$ cat config.mk
export PLATFORM = sky130hd
export DESIGN_NAME = pe_array_ctrl
export DESIGN_NICKNAME = d
export VERILOG_FILES = /design/src/rtl/pe_array_ctrl_pkg.sv /design/src/rtl/pe_array_ctrl_done_reduce.sv /design/src/rtl/pe_array_ctrl.sv
export SDC_FILE = /design/constraint.sdc
export NUM_CORES = 1
export LEC_CHECK = 0
export ABC_AREA = 1
export BUFFER_PORTS_ARGS = -buffer_cell sky130_fd_sc_hd__buf_2
export CORE_ASPECT_RATIO = 1.2
export CORE_MARGIN = 2
export CORE_UTILIZATION = 52
export CTS_BUF_LIST = sky130_fd_sc_hd__clkbuf_4 sky130_fd_sc_hd__clkbuf_8
export CTS_CLUSTER_SIZE = 40
export DETAILED_ROUTE_END_ITERATION = 6
export PLACE_DENSITY = 0.93
export SYNTH_ARGS = -nofsm -noshare
export SYNTH_HDL_FRONTEND = slang
export SYNTH_SLANG_ARGS = --single-unit
export TNS_END_PERCENT = 100
$ cat constraint.sdc
create_clock -name clk -period 3.2 [get_ports clk]
set_clock_uncertainty 0.2 [all_clocks]
set_input_delay 0 -clock clk [delete_from_list [all_inputs] [get_ports clk]]
set_output_delay 0 -clock clk [all_outputs]
set_load 0.005 [all_outputs]
$ cat src/rtl/pe_array_ctrl_pkg.sv
// Shared types for the PE array sequencer: array operating mode/stage,
// controller states and the PE array geometry.
package pe_array_ctrl_pkg;

    typedef enum logic [1:0] {
        MODE1 = 2'd0,
        MODE2 = 2'd1,
        MODE3 = 2'd2,
        MODE4 = 2'd3
    } op_mode_e;

    typedef enum logic [1:0] {
        STAGE0 = 2'd0,
        STAGE1 = 2'd1,
        STAGE2 = 2'd2,
        STAGE3 = 2'd3
    } op_stage_e;

    typedef enum logic [2:0] {
        IDLE  = 3'd0,
        CFG   = 3'd1,
        RUN   = 3'd2,
        CONT  = 3'd3,
        DRAIN = 3'd4,
        FIN   = 3'd5
    } ctrl_state_e;

    localparam int PE_ROWS = 6;
    localparam int PE_COLS = 7;

endpackage

$ cat src/rtl/pe_array_ctrl_done_reduce.sv
// pe_done_reduce: masked AND-reduction of the per-PE conv_done flags.
// The all-done result is registered, so it lags the flags by one cycle.
module pe_done_reduce
    import pe_array_ctrl_pkg::*;
(
    input  logic                             clk,
    input  logic                             rst_n,
    input  logic [PE_ROWS-1:0][PE_COLS-1:0]  mask,
    input  logic [PE_ROWS-1:0][PE_COLS-1:0]  done,
    output logic                             all_done
);

    logic all_done_d, all_done_q;

    // Every masked PE must report done; unmasked flags are ignored.
    always_comb all_done_d = ((done & mask) == mask);

    // Register the reduction to keep the 42-input tree off the FSM path.
    always_ff @(posedge clk) begin
        if (!rst_n) all_done_q <= 1'b0;
        else        all_done_q <= all_done_d;
    end

    assign all_done = all_done_q;

endmodule

$ cat src/rtl/pe_array_ctrl.sv
// pe_array_ctrl: sequences one layer job on the 6x7 PE array.
// Latches the job, pulses change_mode, then loops RUN/CONT per round,
// drains and pulses job_done.
// Optional watchdog: define PE_ARRAY_CTRL_WDOG_EN.
module pe_array_ctrl
    import pe_array_ctrl_pkg::*;
#(
    parameter int ROUND_W    = 8,
    parameter int DONE_BLANK = 2,
    parameter int WDOG_W     = 16
) (
    input  logic                             clk,
    input  logic                             rst_n,
    input  logic                             start,
    input  op_mode_e                         cfg_mode,
    input  op_stage_e                        cfg_stage,
    input  logic [ROUND_W-1:0]               cfg_rounds,
    input  logic [PE_ROWS-1:0][PE_COLS-1:0]  cfg_pe_mask,
    input  logic [PE_ROWS-1:0][PE_COLS-1:0]  pe_conv_done,
    input  logic                             drain_idle,
    output op_mode_e                         mode_out,
    output logic                             change_mode,
    output op_stage_e                        op_stage_out,
    output logic                             conv_continue,
    output logic                             busy,
    output logic                             job_done,
    output logic [ROUND_W-1:0]               round_cnt,
    output logic                             error
);

    localparam int BLANK_W = $clog2(DONE_BLANK + 2);

    ctrl_state_e                      state_q, state_d;
    logic [BLANK_W-1:0]               blank_q, blank_d;
    logic [ROUND_W-1:0]               rounds_q, rounds_d;
    logic [PE_ROWS-1:0][PE_COLS-1:0]  mask_q, mask_d;
    logic [ROUND_W-1:0]               round_cnt_q, round_cnt_d;
    logic                             drain_seen_q, drain_seen_d;
    logic                             error_q, error_d;
    op_mode_e                         mode_q, mode_d;
    op_stage_e                        stage_q, stage_d;
    logic                             change_mode_q, change_mode_d;
    logic                             conv_continue_q, conv_continue_d;
    logic                             job_done_q, job_done_d;
    logic                             busy_q, busy_d;
    logic [ROUND_W:0]                 next_rnd;
    logic                             all_done;
`ifdef PE_ARRAY_CTRL_WDOG_EN
    logic [WDOG_W-1:0]                wdog_q, wdog_d;
`endif

    pe_done_reduce u_done_reduce (
        .clk      (clk),
        .rst_n    (rst_n),
        .mask     (mask_q),
        .done     (pe_conv_done),
        .all_done (all_done)
    );

    // Next-state, job latching and registered-output decode.
    always_comb begin
        state_d      = state_q;
        blank_d      = blank_q;
        rounds_d     = rounds_q;
        mask_d       = mask_q;
        round_cnt_d  = round_cnt_q;
        drain_seen_d = drain_seen_q;
        error_d      = error_q;
        mode_d       = mode_q;
        stage_d      = stage_q;
        next_rnd     = (ROUND_W+1)'(round_cnt_q) + (ROUND_W+1)'(1);

        case (state_q)
            IDLE: begin
                if (start) begin
                    rounds_d    = (cfg_rounds == '0) ? ROUND_W'(1) : cfg_rounds;
                    mask_d      = cfg_pe_mask;
                    round_cnt_d = '0;
                    error_d     = 1'b0;
                    if (cfg_pe_mask == '0) begin
                        // Nothing could ever report done: fail the job at once.
                        error_d = 1'b1;
                        state_d = FIN;
                    end else begin
                        mode_d  = cfg_mode;
                        stage_d = cfg_stage;
                        state_d = CFG;
                    end
                end
            end
            CFG, CONT: begin
                // Stale done flags are ignored while the PEs clear them.
                blank_d = BLANK_W'(DONE_BLANK);
                state_d = RUN;
            end
            RUN: begin
                if (blank_q != '0) begin
                    blank_d = blank_q - BLANK_W'(1);
                end else if (all_done) begin
                    if (round_cnt_q != '1) round_cnt_d = next_rnd[ROUND_W-1:0];
                    if (next_rnd < (ROUND_W+1)'(rounds_q)) begin
                        state_d = CONT;
                    end else begin
                        drain_seen_d = 1'b0;
                        state_d      = DRAIN;
                    end
                end
            end
            DRAIN: begin
                // Two consecutive idle cycles filter a momentary gap between packets.
                if (drain_idle) begin
                    if (drain_seen_q) state_d = FIN;
                    else              drain_seen_d = 1'b1;
                end else begin
                    drain_seen_d = 1'b0;
                end
            end
            FIN:     state_d = IDLE;
            default: state_d = IDLE;
        endcase

`ifdef PE_ARRAY_CTRL_WDOG_EN
        if ((state_q == RUN || state_q == DRAIN) && wdog_q == '1) begin
            error_d = 1'b1;
            state_d = FIN;
        end
        if (state_d != state_q)                        wdog_d = '0;
        else if (state_q == RUN || state_q == DRAIN)   wdog_d = wdog_q + WDOG_W'(1);
        else                                           wdog_d = wdog_q;
`endif

        change_mode_d   = (state_d == CFG);
        conv_continue_d = (state_d == CONT);
        job_done_d      = (state_d == FIN);
        busy_d          = (state_d == CFG) || (state_d == RUN) ||
                          (state_d == CONT) || (state_d == DRAIN);
    end

    // State and registered outputs; reset aborts any job silently.
    always_ff @(posedge clk) begin
        if (!rst_n) begin
            state_q         <= IDLE;
            blank_q         <= '0;
            rounds_q        <= '0;
            mask_q          <= '0;
            round_cnt_q     <= '0;
            drain_seen_q    <= 1'b0;
            error_q         <= 1'b0;
            mode_q          <= MODE1;
            stage_q         <= STAGE0;
            change_mode_q   <= 1'b0;
            conv_continue_q <= 1'b0;
            job_done_q      <= 1'b0;
            busy_q          <= 1'b0;
`ifdef PE_ARRAY_CTRL_WDOG_EN
            wdog_q          <= '0;
`endif
        end else begin
            state_q         <= state_d;
            blank_q         <= blank_d;
            rounds_q        <= rounds_d;
            mask_q          <= mask_d;
            round_cnt_q     <= round_cnt_d;
            drain_seen_q    <= drain_seen_d;
            error_q         <= error_d;
            mode_q          <= mode_d;
            stage_q         <= stage_d;
            change_mode_q   <= change_mode_d;
            conv_continue_q <= conv_continue_d;
            job_done_q      <= job_done_d;
            busy_q          <= busy_d;
`ifdef PE_ARRAY_CTRL_WDOG_EN
            wdog_q          <= wdog_d;
`endif
        end
    end

    assign mode_out      = mode_q;
    assign op_stage_out  = stage_q;
    assign change_mode   = change_mode_q;
    assign conv_continue = conv_continue_q;
    assign busy          = busy_q;
    assign job_done      = job_done_q;
    assign round_cnt     = round_cnt_q;
    assign error         = error_q;

endmodule
[Word-level counts from Yosys, hierarchy flattened]
Cells that the tools add are included.
Word-level totals
  register bits: 74
  input bits: 100
  output and inout bits: 17
  logic and storage cells: 79
Cells by class
  add/sub/neg operators: 2
  order comparisons: 1
  equality and inequality tests: 17
  mux-type cells: 22
  bitwise logic cells: 2
  reduce and logical (&&, ||, !) cells: 16
Operators by type and width (number)
  $and 42x42->42: 1
  $eq 42x42->1: 1
  $logic_not 42->1: 1
  $mux 8: 5
  $mux 3: 7
  $pmux 8 s2: 1
  $eq 3x2->1 const B: 4
  $pmux 3 s4: 1
  $ne 2x2->1 const B: 5
  $add 8x1->9 const B: 1
  $eq 3x3->1 const B: 3
  $lt 9x8->1: 1
  $logic_not 8->1: 1
  $ne 8x8->1 const B: 1
  $reduce_bool 2->1: 4
  $eq 3x1->1 const B: 2
  $mux 1: 5
  $reduce_and 5->1: 1
  $pmux 2 s2: 1
  $reduce_and 2->1: 2
  $reduce_and 4->1: 1
  $logic_not 3->1: 1
  $logic_or 1x1->1: 3
  $reduce_and 3->1: 1
  other kinds (6): 6

[Longest topological paths before layout]
Gate-level depths: netlist (run 1).
  word-level depth: 10
  gate-level depth with buffers: 15
  gate-level depth less buffers: 15

[Hierarchy]
Synthesis (run 1) repeated with hierarchy kept, for this count alone.
Unflattened totals
  cell total of the unflattened synthesis: 545
  area total of the unflattened synthesis: 3582.2 µm²
By module, submodules not included
  pe_array_ctrl: instances 1, cells each 429, area an instance 3114.2 µm², seq. area each 1461.4 µm²
  pe_done_reduce: instances 1, cells each 116, area an instance 467.9 µm², seq. area each 20.0 µm²

[Worst setup path after synthesis (run 1)]
No wires, ideal clock.
  kind: reg-to-reg
  start: register round_cnt_q[0], in the netlist round_cnt[0]
  end: register busy_q, in the netlist busy
  library setup time: 0.113 ns
  data arrival time: 2.160 ns
  required time: 2.887 ns
  path slack: 0.727 ns
  cell stages (with the launch flop): 14
  buffers on the path: 0
  clock period less this slack: 2.473 ns
  cells stage by stage: dfxtp_1 > ha_1 > nand3_1 > nor2_1 > xor2_1 > ha_1 > a21oi_1 > o21bai_1 > nor2_1 > nand2_1 > a21boi_0 > nand2_1 > nor2_1 > nor2_1
Between the ends
  cells in the longest elaborated chain, start to end: 10
  elaborated cells between the ends (all ways): 13
Ends and longest elaborated chain
  from (decl): line pe_array_ctrl.sv:37  | logic [ROUND_W-1:0] round_cnt_q, round_cnt_d;
  from (signal assigned): line pe_array_ctrl.sv:163  | round_cnt_q <= round_cnt_d;
  $add 8x1->9 *: line pe_array_ctrl.sv:71  | next_rnd = (ROUND_W+1)'(round_cnt_q) + (ROUND_W+1)'(1);
  $lt 9x8->1 *: line pe_array_ctrl.sv:101  | if (next_rnd < (ROUND_W+1)'(rounds_q)) begin
  $mux 3 *: line pe_array_ctrl.sv:101
  $mux 3 *: line pe_array_ctrl.sv:99  | end else if (all_done) begin
  $mux 3 *: line pe_array_ctrl.sv:97  | if (blank_q != '0) begin
  $pmux 3 s4 *: line pe_array_ctrl.sv:73  | case (state_q)
  $eq 3x1->1 / $eq 3x2->1 (equally long branches): line pe_array_ctrl.sv:135  | busy_d = (state_d == CFG) || (state_d == RUN) ||
  $logic_or 1x1->1 (2 in series): line pe_array_ctrl.sv:135
  $logic_or 1x1->1 *: line pe_array_ctrl.sv:136  | (state_d == CONT) || (state_d == DRAIN);
  to (signal assigned): line pe_array_ctrl.sv:171  | busy_q <= busy_d;
  to (decl): line pe_array_ctrl.sv:45  | logic busy_q, busy_d;
Mark *: on every way between the ends. The rest lies on a longest branch, timed or not.
A chain may end at the register's enable or synchronous reset.

[Worst setup path after layout (run 1)]
Same ends and word-level chain as after synthesis.

==> PnR_summary.wiki, run 1 <==
{| class="wikitable"
! Metric !! Value
|-
| Final estimated routing congestion in global placement || roughly 0.87
|-
| Max Slew Vio Count || 0
|-
| Largest family of logic cells by synthesized area || compound AO/OA/AOI/OAI gates
|-
| Part of the total power dissipated in sequential elements || 44.0%
|-
| Share of the synthesized area in the top cell type || a little over two fifths
|-
| Part of the power in the clock network || around two fifths
|-
| Area share of xor/xnor cells in the synthesized design || ~1.3%
|-
| Std-Cell Core Area || 0.00637 mm^2
|-
| TritonCTS clock tree || yes
|-
| Iteration-0 DRC Markers || 279
|-
| Power density over the cells || about 470 mW/mm^2
|-
| Main synth FF type || sky130_fd_sc_hd__dfxtp_1
|-
| Fin Setup TNS || 0 ns
|-
| Leakage power || 2.26 nW
|-
| Synth area leader || sky130_fd_sc_hd__dfxtp_1
|-
| Net count reported at finish || between 700 and 800
|-
| FF-to-FF End || busy$_SDFF_PN0_
|-
| Global-route total usage across every layer || around a third
|-
| Die outline width || between 70 and 80 um
|-
| Worst endpoint required time || 3.25 ns
|-
| WL final || 11.0 mm
|-
| RSZ-0062 raised after global routing || false
|-
| Gate count of the mapped netlist || 470
|-
| Final critical-path required period || about 2.8 ns
|-
| Vias || a little under 4,000
|-
| Antenna diode instance count || 0
|-
| Met1 Resource Use GR || roughly 33%
|-
| Outcome || finished, final reports clean
|-
| Clock transition at the registers of the reported paths || roughly 0.08 ns
|-
| Number of hold violations in the final report || 0
|-
| Remaining DRCs || 0
|-
| Beginning of the worst hold path || mask_q[12]$_SDFFE_PN0P_
|-
| Per-cell routed wire length || around 15 um
|-
| Flops & latches, synth || between 70 and 80
|-
| Post-Synthesis Net Count || roughly 580
|-
| Top cells by area, synth || sky130_fd_sc_hd__dfxtp_1, sky130_fd_sc_hd__a21oi_1, sky130_fd_sc_hd__inv_1, sky130_fd_sc_hd__o21ai_0, sky130_fd_sc_hd__nand2_1
|-
| Total power || 2.31 mW
|-
| Sequential cell area fraction in the yosys report || between 40% and 50%
|-
| Net switching component of the power || roughly 0.60 mW
|-
| Met3 capacity usage during global routing || around 5.6%
|-
| Post-synth top cells || sky130_fd_sc_hd__dfxtp_1, sky130_fd_sc_hd__inv_1, sky130_fd_sc_hd__a21oi_1
|-
| Max-Slew Margin vs Limit || 22.1%
|-
| Initial standard-cell utilization of the core || around 53%
|-
| Final Cycle Share || between 80 and 90%
|-
| Utilization after layout || 76.8%
|-
| Total number of H-tree levels || 3
|-
| Number of global-route vias before repair || 3,987
|-
| Ratio of cells with drive above 1 in the final layout || between 20% and 30%
|-
| R2R Path Start || round_cnt[0]$_SDFFE_PN0P_
|-
| Internal power of the cells || 1.71 mW
|-
| Die H || roughly 93 um
|-
| Antenna violations before repair || 0
|-
| Largest buffer count on any clock path || 2
|-
| Total standard cell area after synthesis || 0.00341 mm^2
|-
| Total of buffers placed on input and output ports || approximately 120
|-
| Adder and majority cell fraction of the synthesized area || between 3 and 4%
|-
| Reg2reg path depth || 13
|-
| Number of setup violations in the final report || 0
|-
| Async set-reset flop share out of synthesis || 0%
|-
| Die outline area || around 0.0072 mm^2
|-
| Mean area per synthesized cell || between 7 and 8 um^2
|-
| Post-detail-place hpwl || between 6 and 7 mm
|-
| Clock latency of the later-clocked register in the worst-skew pair || about 0.36 ns
|-
| Yosys cell types || 36
|-
| Total number of clock tree sinks || between 70 and 80
|-
| Net switching share of the total power || a little over a quarter
|-
| Post-DR vias/cell || ~5.3
|-
| Area share of and/or/nand/nor cells after synthesis || between 10% and 20%
|-
| Comb pwr share || between 10% and 20%
|-
| Number of flops mapped to enable cells by yosys || 0
|-
| Worst Setup End Kind || flop
|-
| WS Path Type || flop to flop
|-
| Standard-cell row count || 32
|-
| Detail Route Antenna Nets || 0
|-
| GR Util met2 || 58.8%
|-
| Reg-to-reg setup timing slack || 0.39 ns
|-
| Worst hold stages || 2
|-
| Most congested layer reported by global routing || met2
|-
| Portion of netlist area occupied by mux cells || 0%
|-
| Area Growth Syn to Fin || 43.6%
|-
| Hold Buf Count CTS || between 60 and 70
|-
| Area fraction in compound gates after synthesis || 22.9%
|-
| First-pass iteration count of the detailed router || 5
|-
| Worst min path class || flop to flop
|-
| Startpoint kind of the worst setup timing path || flop
|-
| Number of buffers created by CTS || 9
|-
| Post-route design area || a little under 0.005 mm^2
|-
| Critical-path maximum fanout || 6
|-
| Cell at the root of the clock tree || sky130_fd_sc_hd__clkbuf_8
|-
| Number of instances resized during post-cts repair || 0
|-
| Global route overflow || 0
|-
| Worst-case hold path end point || mask_q[12]$_SDFFE_PN0P_
|-
| First-pass GRT wire length || approximately 18 mm
|-
| Number of max-cap violations || 0
|-
| Arr. time, crit path || about 2.9 ns
|-
| Largest net degree at the start of global routing || between 80 and 90
|-
| Number of buffers inserted by post-CTS setup repair || 0
|-
| Placed cell area || around 0.004 mm^2
|-
| Worst voltage drop across the vdd grid || 392 uV
|-
| Layout fillers || between 400 and 500
|-
| Most common cell in the netlist || sky130_fd_sc_hd__dfxtp_1
|-
| Max Fclk || 356 MHz
|-
| Worst Max-Slew Pin Slew || approximately 1.2 ns
|-
| Ports || between 100 and 150
|-
| Syn. warnings || 0
|}
[sequential cells by signal, indices dropped and copies added (netlist names), 2 cells and up]
register      flops
rounds_q          8
round_cnt         8
mask_q           42
op_stage_out      2
blank_q           2
mode_out          2
state_q           3
[placed cells by master, fill, tap and decap left out, types with 3 or more instances in the layout]
cell type,synthesis,final
sky130_fd_sc_hd__buf_2,6,116
sky130_fd_sc_hd__dfxtp_1,74,74
sky130_fd_sc_hd__inv_1,73,73
sky130_fd_sc_hd__a21oi_1,65,65
sky130_fd_sc_hd__dlygate4sd3_1,0,63
sky130_fd_sc_hd__nand2_1,56,56
sky130_fd_sc_hd__o21ai_0,54,54
sky130_fd_sc_hd__nor2_1,51,51
sky130_fd_sc_hd__o22ai_1,18,18
sky130_fd_sc_hd__nand3_1,16,16
sky130_fd_sc_hd__clkbuf_8,0,10
sky130_fd_sc_hd__ha_1,9,9
sky130_fd_sc_hd__nor4_1,5,5
sky130_fd_sc_hd__nand4_1,4,4
sky130_fd_sc_hd__xor2_1,3,3
sky130_fd_sc_hd__bufinv_16,0,3
[final cells by class]
cell class	instances	area (um^2)	area share, %
multi-input cells	301	1560	31.8
inverters	77	290	5.93
flip-flops and latches	74	1480	30.3
repair buffers	180	1220	24.9
well taps	85	106	2.17
clock buffers	10	138	2.81
clock inverters	5	103	2.10
[how the worst max path moves through the flow]
stage	slack, ns	startpoint	endpoint	depth (start not counted)
floorplan	0.73	round_cnt[0]$_SDFFE_PN0P_	busy$_SDFF_PN0_	13
global placement	0.61	round_cnt[0]$_SDFFE_PN0P_	busy$_SDFF_PN0_	13
detailed placement	0.44	round_cnt[0]$_SDFFE_PN0P_	busy$_SDFF_PN0_	13
CTS	0.44	round_cnt[0]$_SDFFE_PN0P_	busy$_SDFF_PN0_	13
global route	0.23	round_cnt[0]$_SDFFE_PN0P_	drain_seen_q$_SDFFE_PN0P_	12
finish	0.39	round_cnt[0]$_SDFFE_PN0P_	busy$_SDFF_PN0_	13
[power groups by stage]
stage,combinational (mW),clock (mW),sequential [mW]
2_1_floorplan,0.208,0,1.03
3_3_place_gp,0.315,0,1.04
3_5_place_dp,0.327,0,1.04
4_1_cts,0.393,0.883,1.02
5_1_grt,0.452,0.927,1.03
6_report,0.408,0.887,1.02
[through the flow]
step / setup WS (ns) / hold slack (ns) / instances
global placement: 0.614 / 0.0389 / 654
global route: 0.227 / 0.286 / 732
detailed placement: 0.441 / 0.0489 / 654
CTS: 0.441 / 0.243 / 732
floorplan: 0.727 / -0.0728 / 470
finish: 0.391 / 0.260 / 732
[per-layer routing]
metal	wire [um]	vias up
li1	-	1894
met1	4140	1740
met2	5610	202
met3	745	46
met4	534	0
met5	0	-
[critical path: stages, from the launching register on]
cell and delay [ns]:
sky130_fd_sc_hd__dfxtp_1 0.44, sky130_fd_sc_hd__ha_1 0.22, sky130_fd_sc_hd__nand3_1 0.18, sky130_fd_sc_hd__nor2_1 0.16, sky130_fd_sc_hd__xor2_1 0.22, sky130_fd_sc_hd__ha_1 0.28, sky130_fd_sc_hd__a21oi_1 0.14, sky130_fd_sc_hd__o21bai_1 0.08
sky130_fd_sc_hd__nor2_1 0.13, sky130_fd_sc_hd__nand2_1 0.11, sky130_fd_sc_hd__a21boi_0 0.29, sky130_fd_sc_hd__nand2_1 0.10, sky130_fd_sc_hd__nor2_1 0.11, sky130_fd_sc_hd__nor2_1 0.05
[cells by family (layout without fill, tap and decap cells)]
family,Yosys count,in the layout
AO/OA/AOI/OAI,146,146
XOR/XNOR,5,5
adder cells (fa/ha/maj),9,9
buffers and inverters,95,272
flip-flops,74,74
AND/OR/NAND/NOR,141,141
Note: power is estimated with default switching activity, not from simulation.
==> inputs of run 2 (changes only) <==
Settings changed: PLACE_DENSITY 0.93 to not set, PLACE_DENSITY_LB_ADDON set to 0.2.
==> run 2 against run 1 <==
Compared with the run above: first-iteration DRC count is 33% lower; highest routed layer unchanged; wire length is 7.8% lower; clock-buffer cell count increased by 2; design area decreased by 0.64%; sequential share of layout area grew 0.19 points; critical path depth is 5 lower; global-route usage decreased by 2.6 points; critical path type unchanged.
==> PnR_summary.wiki, run 2 (synthesis results as in run 1) <==
{| class="wikitable"
! Metric !! Value
|-
| Leakage power || 2.25 nW (was 2.26 nW)
|-
| Part of the total power dissipated in sequential elements || 46.8% (was 44.0%)
|-
| Number of max-cap violations || 0 (unchanged)
|-
| Number of logic stages on the critical path including buffering || 8 (was 13)
|-
| Total number of clock tree sinks || 74 (unchanged)
|-
| GR Util met2 || 52.4% (was 58.8%)
|-
| Number of buffer and inverter stages on the critical path || 4 (was 0)
|-
| Beginning of the worst hold path || cfg_rounds[1] (was mask_q[12]$_SDFFE_PN0P_)
|-
| Final Cycle Share || 88.7% (was 87.8%)
|-
| Number of setup violations in the final report || 0 (unchanged)
|-
| Final estimated routing congestion in global placement || 0.861 (was 0.873)
|-
| Reg2reg path depth || 8 (was 13)
|-
| Iteration-0 DRC Markers || 186 (was 279)
|-
| Ports || 117 (unchanged)
|-
| Worst Setup End Kind || flop (unchanged)
|-
| Global-route total usage across every layer || 29.2% (was 31.8%)
|-
| Clock transition at the registers of the reported paths || 0.08 ns (about the same)
|-
| Net switching component of the power || 0.587 mW (was 0.602 mW)
|-
| Power density over the cells || 447 mW/mm^2 (was 473 mW/mm^2)
|-
| Layout fillers || 500 (was 436)
|-
| Post-route insts no fill || 733 (was 732)
|-
| Worst hold stages || 4 (was 2)
|-
| Cell total after placement || 654 (unchanged)
|-
| Std-Cell Core Area || 0.00637 mm^2 (unchanged)
|-
| Number of global-route vias before repair || 3,744 (was 3,987)
|-
| Largest buffer count on any clock path || 2 (unchanged)
|-
| Net switching share of the total power || 27.0% (was 26.0%)
|-
| RSZ-0062 raised after global routing || false (unchanged)
|-
| Initial standard-cell utilization of the core || 53.5% (unchanged)
|-
| Internal power of the cells || 1.59 mW (was 1.71 mW)
|-
| Total of buffers placed on input and output ports || 116 (unchanged)
|-
| Worst setup slack before clock tree synthesis || 0.446 ns (was 0.441 ns)
|-
| Most congested layer reported by global routing || met2 (unchanged)
|-
| Die outline width || 77.9 um (unchanged)
|-
| Number of buffers created by CTS || 9 (unchanged)
|-
| Reg-to-reg setup timing slack || 0.36 ns (was 0.39 ns)
|-
| Cell at the root of the clock tree || sky130_fd_sc_hd__clkbuf_8 (unchanged)
|-
| Number of hold violations in the final report || 0 (unchanged)
|-
| FF-to-FF End || u_done_reduce.all_done$_SDFF_PN0_ (was busy$_SDFF_PN0_)
|-
| Max Slew Vio Count || 0 (unchanged)
|-
| First-pass GRT wire length || 16.7 mm (was 18.1 mm)
|-
| Post-detail-place hpwl || 6.49 mm (was 6.68 mm)
|-
| Register containing the most flip-flops in the final layout || mask_q (unchanged)
|-
| Worst endpoint required time || 3.29 ns (was 3.25 ns)
|-
| Critical path cell sequence || inv_1, o22ai_1, a221oi_1, dlygate4sd3_1, nand3_1, dlygate4sd3_1, nor2_1, dlygate4sd3_1 (was ha_1, nand3_1, nor2_1, xor2_1, ha_1, a21oi_1, o21bai_1, nor2_1, nand2_1, a21boi_0, nand2_1, nor2_1, nor2_1)
|-
| Number of buffers inserted by post-CTS setup repair || 0 (unchanged)
|-
| Worst Max-Slew Pin Slew || 1.14 ns (was 1.17 ns)
|-
| Max FFs per register || 42 (unchanged)
|-
| Standard-cell row count || 32 (unchanged)
|-
| Worst min path class || input pin to flop (was flop to flop)
|-
| Met1 Resource Use GR || 33.1% (was 33.0%)
|-
| Detail Route Antenna Nets || 0 (unchanged)
|-
| Post-DR vias/cell || 5.16 (was 5.30)
|-
| Met3 capacity usage during global routing || 5.07% (was 5.56%)
|-
| Net count reported at finish || 752 (unchanged)
|-
| Die H || 92.7 um (unchanged)
|-
| Final critical-path required period || 2.84 ns (was 2.81 ns)
|-
| First element of the critical path || mask_q[16]$_SDFFE_PN0P_ (was round_cnt[0]$_SDFFE_PN0P_)
|-
| Most frequent cell on the critical path || sky130_fd_sc_hd__dlygate4sd3_1 (was sky130_fd_sc_hd__nor2_1)
|-
| Global route overflow || 0 (unchanged)
|-
| Top Family by Delay on Critical Path || buffers and inverters (was simple AND/OR/NAND/NOR gates)
|-
| Antenna violations before repair || 0 (unchanged)
|-
| Outcome || finished, final reports clean (unchanged)
|-
| Most frequent standard cell in the layout excluding fill and tap cells || sky130_fd_sc_hd__buf_2 (unchanged)
|-
| Fin Setup TNS || 0 ns (unchanged)
|-
| First-pass iteration count of the detailed router || 4 (was 5)
|-
| Total power || 2.18 mW (was 2.31 mW)
|-
| Vias || 3,785 (was 3,882)
|-
| Die outline area || 0.00722 mm^2 (unchanged)
|-
| Total number of H-tree levels || 3 (unchanged)
|-
| Largest net degree at the start of global routing || 84 (unchanged)
|-
| Antenna diode instance count || 0 (unchanged)
|-
| Ratio of cells with drive above 1 in the final layout || 22.2% (was 22.1%)
|-
| Max-Slew Margin vs Limit || 24.2% (was 22.1%)
|-
| Remaining DRCs || 0 (unchanged)
|-
| Utilization after layout || 76.4% (was 76.8%)
|-
| Commonest non-fill, non-tap cells in the layout || sky130_fd_sc_hd__buf_2, sky130_fd_sc_hd__dfxtp_1, sky130_fd_sc_hd__inv_1 (unchanged)
|-
| Clock latency of the later-clocked register in the worst-skew pair || 0.34 ns (was 0.36 ns)
|-
| Max incr delay on CP || 0.61 ns (was 0.44 ns)
|-
| Arr. time, crit path || 2.93 ns (was 2.86 ns)
|-
| WL final || 10.2 mm (was 11.0 mm)
|-
| Area Growth Syn to Fin || 42.7% (was 43.6%)
|-
| Comb pwr share || 18.5% (was 17.6%)
|-
| Startpoint kind of the worst setup timing path || flop (unchanged)
|-
| R2R Path Start || mask_q[16]$_SDFFE_PN0P_ (was round_cnt[0]$_SDFFE_PN0P_)
|-
| Worst voltage drop across the vdd grid || 321 uV (was 392 uV)
|-
| Worst-case hold path end point || rounds_q[1]$_SDFFE_PN0P_ (was mask_q[12]$_SDFFE_PN0P_)
|-
| Max Fclk || 352 MHz (was 356 MHz)
|-
| WS Path Type || flop to flop (unchanged)
|-
| Critical-path maximum fanout || 2 (was 6)
|-
| Smallest setup slack after layout || 0.361 ns (was 0.391 ns)
|-
| Per-cell routed wire length || 13.9 um (was 15.1 um)
|-
| Slowest stage cell on the critical path || sky130_fd_sc_hd__dlygate4sd3_1 (was sky130_fd_sc_hd__dfxtp_1)
|-
| TritonCTS clock tree || yes (unchanged)
|-
| Part of the power in the clock network || 34.7% (was 38.3%)
|}
[run 2: worst max path at each step]
stage / endpoint
after detailed placement: busy$_SDFF_PN0_
after floorplan: busy$_SDFF_PN0_
after global routing: busy$_SDFF_PN0_
after CTS: busy$_SDFF_PN0_
after global placement: busy$_SDFF_PN0_
final: u_done_reduce.all_done$_SDFF_PN0_
[run 2: stage by stage]
step	hold WS (ns)	area, um^2
after floorplan	-0.0728	3410
after global routing	0.273	4860
final	0.256	4860
after detailed placement	0.0461	4020
after CTS	0.239	4860
after global placement	0.0317	4020
[run 2: repair_timing]
action                                  4_1_cts  5_1_grt
gates resized for setup                       0        1
hold buffers                                 63        0
hold endpoints to repair                     64        0
endpoints found under the setup margin        0        1
[run 2: cell type report]
cell class                      instances  area, um^2  area share (%)
Clock buffer                           12         159            3.27
Tap cell                               85         106            2.19
Multi-Input combinational cell        301        1560            32.0
Inverter                               77         290            5.97
Clock inverter                          4        50.0            1.03
Sequential cell                        74        1480            30.5
Timing Repair Buffer                  180        1220            25.1
[run 2: layer usage]
layer  share of wire [%]  vias up
li1                    -     1894
met1                  40     1713
met2                  51      145
met3                 5.1       33
met4                 3.2        0
met5                   0        -
[run 2: worst reg2reg max path, delay by kind of cell (launching register included)]
| family | cells | cell delay, ns |
|---|---|---|
| compound gates | 2 | 0.29 |
| simple gates | 2 | 0.18 |
| flops | 1 | 0.31 |
| buf+inv | 4 | 1.80 |
[run 2: power groups by stage]
| stage | logic, mW | registers [mW] | clock network, mW |
|---|---|---|---|
| after global placement | 0.318 | 1.04 | 0 |
| final | 0.402 | 1.02 | 0.756 |
| after global routing | 0.454 | 1.02 | 0.806 |
| after floorplan | 0.208 | 1.03 | 0 |
| after CTS | 0.392 | 1.02 | 0.764 |
| after detailed placement | 0.326 | 1.04 | 0 |
==> inputs of run 3 (changes only) <==
--- a/config.mk
+++ b/config.mk
@@ -18,2 +18,3 @@
 export SYNTH_HDL_FRONTEND = slang
+export SYNTH_HIERARCHICAL = 1
 export SYNTH_SLANG_ARGS = --single-unit
==> constraint.sdc (replaced) <==
create_clock -name clk -period 3.2 [get_ports clk]
set_clock_uncertainty 0.2 [all_clocks]
set_input_delay 0.48 -clock clk [delete_from_list [all_inputs] [get_ports clk]]
set_output_delay 0.48 -clock clk [all_outputs]
set_load 0.005 [all_outputs]
==> run 3 against run 2 <==
Compared with the run above: hold slack lost 0.069 ns; sequential cell count unchanged; total power up 1.4%; area after synthesis is 5.2% higher; global-route usage fell by 4.6 points; final cell count increased by 2.2%; register-to-register slack improved by 0.36 ns; die area rose by 4.9%; core utilization is 11 points lower; synthesized cell count grew 16%; critical endpoint is now busy$_SDFF_PN0_; sequential power barely moved; highest routed layer unchanged.
==> PnR_summary.wiki, run 3 <==
{| class="wikitable"
! Metric !! Value
|-
| Clock latency of the later-clocked register in the worst-skew pair || 0.34 ns (about the same)
|-
| Die H || 94.9 um (was 92.7 um)
|-
| Hold Buf Count CTS || 0 (was 63)
|-
| Mean area per synthesized cell || 6.57 um^2 (was 7.25 um^2)
|-
| Flops & latches, synth || 74 (unchanged)
|-
| Utilization after layout || 65.2% (was 76.4%)
|-
| Die outline width || 79.8 um (was 77.9 um)
|-
| Number of buffers created by CTS || 9 (unchanged)
|-
| Largest net degree at the start of global routing || 45 (was 84)
|-
| Per-cell routed wire length || 12.2 um (was 13.9 um)
|-
| Max Slew Vio Count || 0 (unchanged)
|-
| Antenna diode instance count || 0 (unchanged)
|-
| Number of max-cap violations || 0 (unchanged)
|-
| Standard-cell row count || 33 (was 32)
|-
| Number of flops mapped to enable cells by yosys || 0 (unchanged)
|-
| Post-synth top cells || sky130_fd_sc_hd__nor2_1, sky130_fd_sc_hd__nand2_1, sky130_fd_sc_hd__dfxtp_1 (was sky130_fd_sc_hd__dfxtp_1, sky130_fd_sc_hd__inv_1, sky130_fd_sc_hd__a21oi_1)
|-
| Yosys cell types || 32 (was 36)
|-
| Fin Setup TNS || 0 ns (unchanged)
|-
| Total number of H-tree levels || 3 (unchanged)
|-
| Share of the synthesized area in the top cell type || 41.4% (was 43.5%)
|-
| Ports || 117 (unchanged)
|-
| Number of global-route vias before repair || 3,342 (was 3,744)
|-
| Worst min path class || input pin to flop (unchanged)
|-
| Net count reported at finish || 766 (was 752)
|-
| Initial standard-cell utilization of the core || 52.9% (was 53.5%)
|-
| First-pass GRT wire length || 14.5 mm (was 16.7 mm)
|-
| Beginning of the worst hold path || cfg_rounds[0] (was cfg_rounds[1])
|-
| WS Path Type || flop to flop (unchanged)
|-
| Final estimated routing congestion in global placement || 0.860 (was 0.861)
|-
| Most frequent standard cell in the layout excluding fill and tap cells || sky130_fd_sc_hd__nor2_1 (was sky130_fd_sc_hd__buf_2)
|-
| Post-detail-place hpwl || 7.00 mm (was 6.49 mm)
|-
| First-pass iteration count of the detailed router || 4 (unchanged)
|-
| Largest buffer count on any clock path || 2 (unchanged)
|-
| Syn. warnings || 6 (was 0)
|-
| Max Fclk || 403 MHz (was 352 MHz)
|-
| Async set-reset flop share out of synthesis || 0% (unchanged)
|-
| Global-route total usage across every layer || 24.6% (was 29.2%)
|-
| Worst Max-Slew Pin Slew || 0.513 ns (was 1.14 ns)
|-
| First element of the critical path || round_cnt[0]$_SDFFE_PN0P_ (was mask_q[16]$_SDFFE_PN0P_)
|-
| Final Cycle Share || 77.5% (was 88.7%)
|-
| Most common cell in the netlist || sky130_fd_sc_hd__nor2_1 (was sky130_fd_sc_hd__dfxtp_1)
|-
| Sequential cell area fraction in the yosys report || 41.4% (was 43.5%)
|-
| Remaining DRCs || 0 (unchanged)
|-
| Outcome || finished, final reports clean (unchanged)
|-
| Std-Cell Core Area || 0.00677 mm^2 (was 0.00637 mm^2)
|-
| Iteration-0 DRC Markers || 201 (was 186)
|-
| Ratio of cells with drive above 1 in the final layout || 22.7% (was 22.2%)
|-
| Global route overflow || 0 (unchanged)
|-
| Top cells by area, synth || sky130_fd_sc_hd__dfxtp_1, sky130_fd_sc_hd__nor2_1, sky130_fd_sc_hd__nand2_1, sky130_fd_sc_hd__o21ai_0, sky130_fd_sc_hd__inv_1 (was sky130_fd_sc_hd__dfxtp_1, sky130_fd_sc_hd__a21oi_1, sky130_fd_sc_hd__inv_1, sky130_fd_sc_hd__o21ai_0, sky130_fd_sc_hd__nand2_1)
|-
| WL final || 9.17 mm (was 10.2 mm)
|-
| Number of instances resized during post-cts repair || 0 (unchanged)
|-
| Cell total after placement || 733 (was 654)
|-
| Number of setup violations in the final report || 0 (unchanged)
|-
| Max FFs per register || 42 (unchanged)
|-
| Power density over the cells || 500 mW/mm^2 (was 447 mW/mm^2)
|-
| Synth area leader || sky130_fd_sc_hd__dfxtp_1 (unchanged)
|-
| Post-DR vias/cell || 4.91 (was 5.16)
|-
| Layout fillers || 662 (was 500)
|-
| Clock transition at the registers of the reported paths || 0.08 ns (about the same)
|-
| Arr. time, crit path || 2.52 ns (was 2.93 ns)
|-
| Register containing the most flip-flops in the final layout || mask_q (unchanged)
|-
| RSZ-0062 raised after global routing || false (unchanged)
|-
| Worst Setup End Kind || flop (unchanged)
|-
| Worst endpoint required time || 3.23 ns (was 3.29 ns)
|-
| Detail Route Antenna Nets || 0 (unchanged)
|-
| Post-Synthesis Net Count || 654 (was 579)
|-
| Number of hold violations in the final report || 0 (unchanged)
|-
| Commonest non-fill, non-tap cells in the layout || sky130_fd_sc_hd__nor2_1, sky130_fd_sc_hd__buf_2, sky130_fd_sc_hd__nand2_1 (was sky130_fd_sc_hd__buf_2, sky130_fd_sc_hd__dfxtp_1, sky130_fd_sc_hd__inv_1)
|-
| R2R Path Start || round_cnt[0]$_SDFFE_PN0P_ (was mask_q[16]$_SDFFE_PN0P_)
|-
| Antenna violations before repair || 0 (unchanged)
|-
| Cell at the root of the clock tree || sky130_fd_sc_hd__clkbuf_8 (unchanged)
|-
| Main synth FF type || sky130_fd_sc_hd__dfxtp_1 (unchanged)
|-
| Total number of clock tree sinks || 74 (unchanged)
|-
| Final critical-path required period || 2.48 ns (was 2.84 ns)
|-
| Critical-path maximum fanout || 6 (was 2)
|-
| Startpoint kind of the worst setup timing path || flop (unchanged)
|-
| Die outline area || 0.00757 mm^2 (was 0.00722 mm^2)
|-
| Total standard cell area after synthesis || 0.00358 mm^2 (was 0.00341 mm^2)
|-
| Post-route insts no fill || 749 (was 733)
|-
| Area Growth Syn to Fin || 23.3% (was 42.7%)
|-
| Max-Slew Margin vs Limit || 65.8% (was 24.2%)
|-
| Vias || 3,678 (was 3,785)
|-
| Number of buffers inserted by post-CTS setup repair || 0 (unchanged)
|-
| TritonCTS clock tree || yes (unchanged)
|-
| Total of buffers placed on input and output ports || 116 (unchanged)
|-
| Worst voltage drop across the vdd grid || 309 uV (was 321 uV)
|-
| Gate count of the mapped netlist || 545 (was 470)
|-
| Leakage power || 2.28 nW (was 2.25 nW)
|}
-- run 3: cell count changes after synthesis, moves of 4 or more --
cell | before | now
sky130_fd_sc_hd__nor2_1 | 51 | 139
sky130_fd_sc_hd__nand2_1 | 56 | 103
sky130_fd_sc_hd__a21oi_1 | 65 | 21
sky130_fd_sc_hd__o22ai_1 | 18 | 4
sky130_fd_sc_hd__nor4_1 | 5 | 1
-- run 3: logic make-up after synthesis --
group           after synthesis  synth area share (%)
xor+xnor                      5                  1.22
buf+inv                      90                  9.88
flops                        74                  41.4
compound gates               90                  13.0
simple gates                277                  31.4
fa+ha+maj                     9                  3.14
-- run 3: layer usage --
layer  share of wire [%]  global-route usage, %  vias up
met4                 1.5                   7.49        0
met1                  41                   27.3     1630
li1                    -                      -     1916
met2                  51                   46.2      117
met5                   0                      0        -
met3                 6.5                   5.64       15
-- run 3: where the power goes --
part | switching [mW] | internal [mW] | leakage [nW] | total [mW]
combinational | 0.253 | 0.174 | 1.57 | 0.427
sequential | 0.0439 | 1.00 | 0.611 | 1.05
clock | 0.333 | 0.399 | 0.103 | 0.733
total | 0.630 | 1.58 | 2.28 | 2.21
-- run 3: critical path, stage by stage, from the launching register on --
cell                      delay, ns
sky130_fd_sc_hd__dfxtp_1       0.42
sky130_fd_sc_hd__ha_1          0.21
sky130_fd_sc_hd__nand3_1       0.16
sky130_fd_sc_hd__nor2_1        0.15
sky130_fd_sc_hd__xor2_1        0.20
sky130_fd_sc_hd__ha_1          0.27
sky130_fd_sc_hd__nand2_1       0.06
sky130_fd_sc_hd__nand2_1       0.05
sky130_fd_sc_hd__nand2_1       0.05
sky130_fd_sc_hd__nand2_1       0.05
sky130_fd_sc_hd__nor2_1        0.13
sky130_fd_sc_hd__nand3_1       0.15
sky130_fd_sc_hd__nand3_1       0.13
sky130_fd_sc_hd__inv_1         0.05
sky130_fd_sc_hd__nand3_1       0.06
sky130_fd_sc_hd__nand2_1       0.06
-- run 3: final timing paths --
| kind | to | slack (ns) | cells after the start |
|---|---|---|---|
| setup / recovery | busy$_SDFF_PN0_ | 0.72 | 15 |
| setup reg to reg | busy$_SDFF_PN0_ | 0.72 | 15 |
| hold reg to reg | blank_q[0]$_SDFFE_PN0P_ | 0.23 | 1 |
| hold / removal | rounds_q[0]$_SDFFE_PN0P_ | 0.19 | 3 |
-- run 3: stage by stage --
stage                     hold slack, ns  worst slack, ns  area, um^2  total power, mW
after floorplan                    0.203            0.918        3580             1.34
after global placement             0.212            0.808        4210             1.48
after detailed placement           0.219            0.735        4210             1.49
after CTS                          0.167            0.715        4420             2.23
after global routing               0.179            0.410        4420             2.35
final                              0.188            0.718        4420             2.21
-- run 3: layout make-up --
cell class                      instances  area, um^2  area share, %
Inverter                               72         273           6.18
Tap cell                               87         109           2.46
Multi-Input combinational cell        381        1750           39.5
Clock buffer                           12         153           3.46
Sequential cell                        74        1480           33.5
Clock inverter                          4        51.3           1.16
Timing Repair Buffer                  119         603           13.7
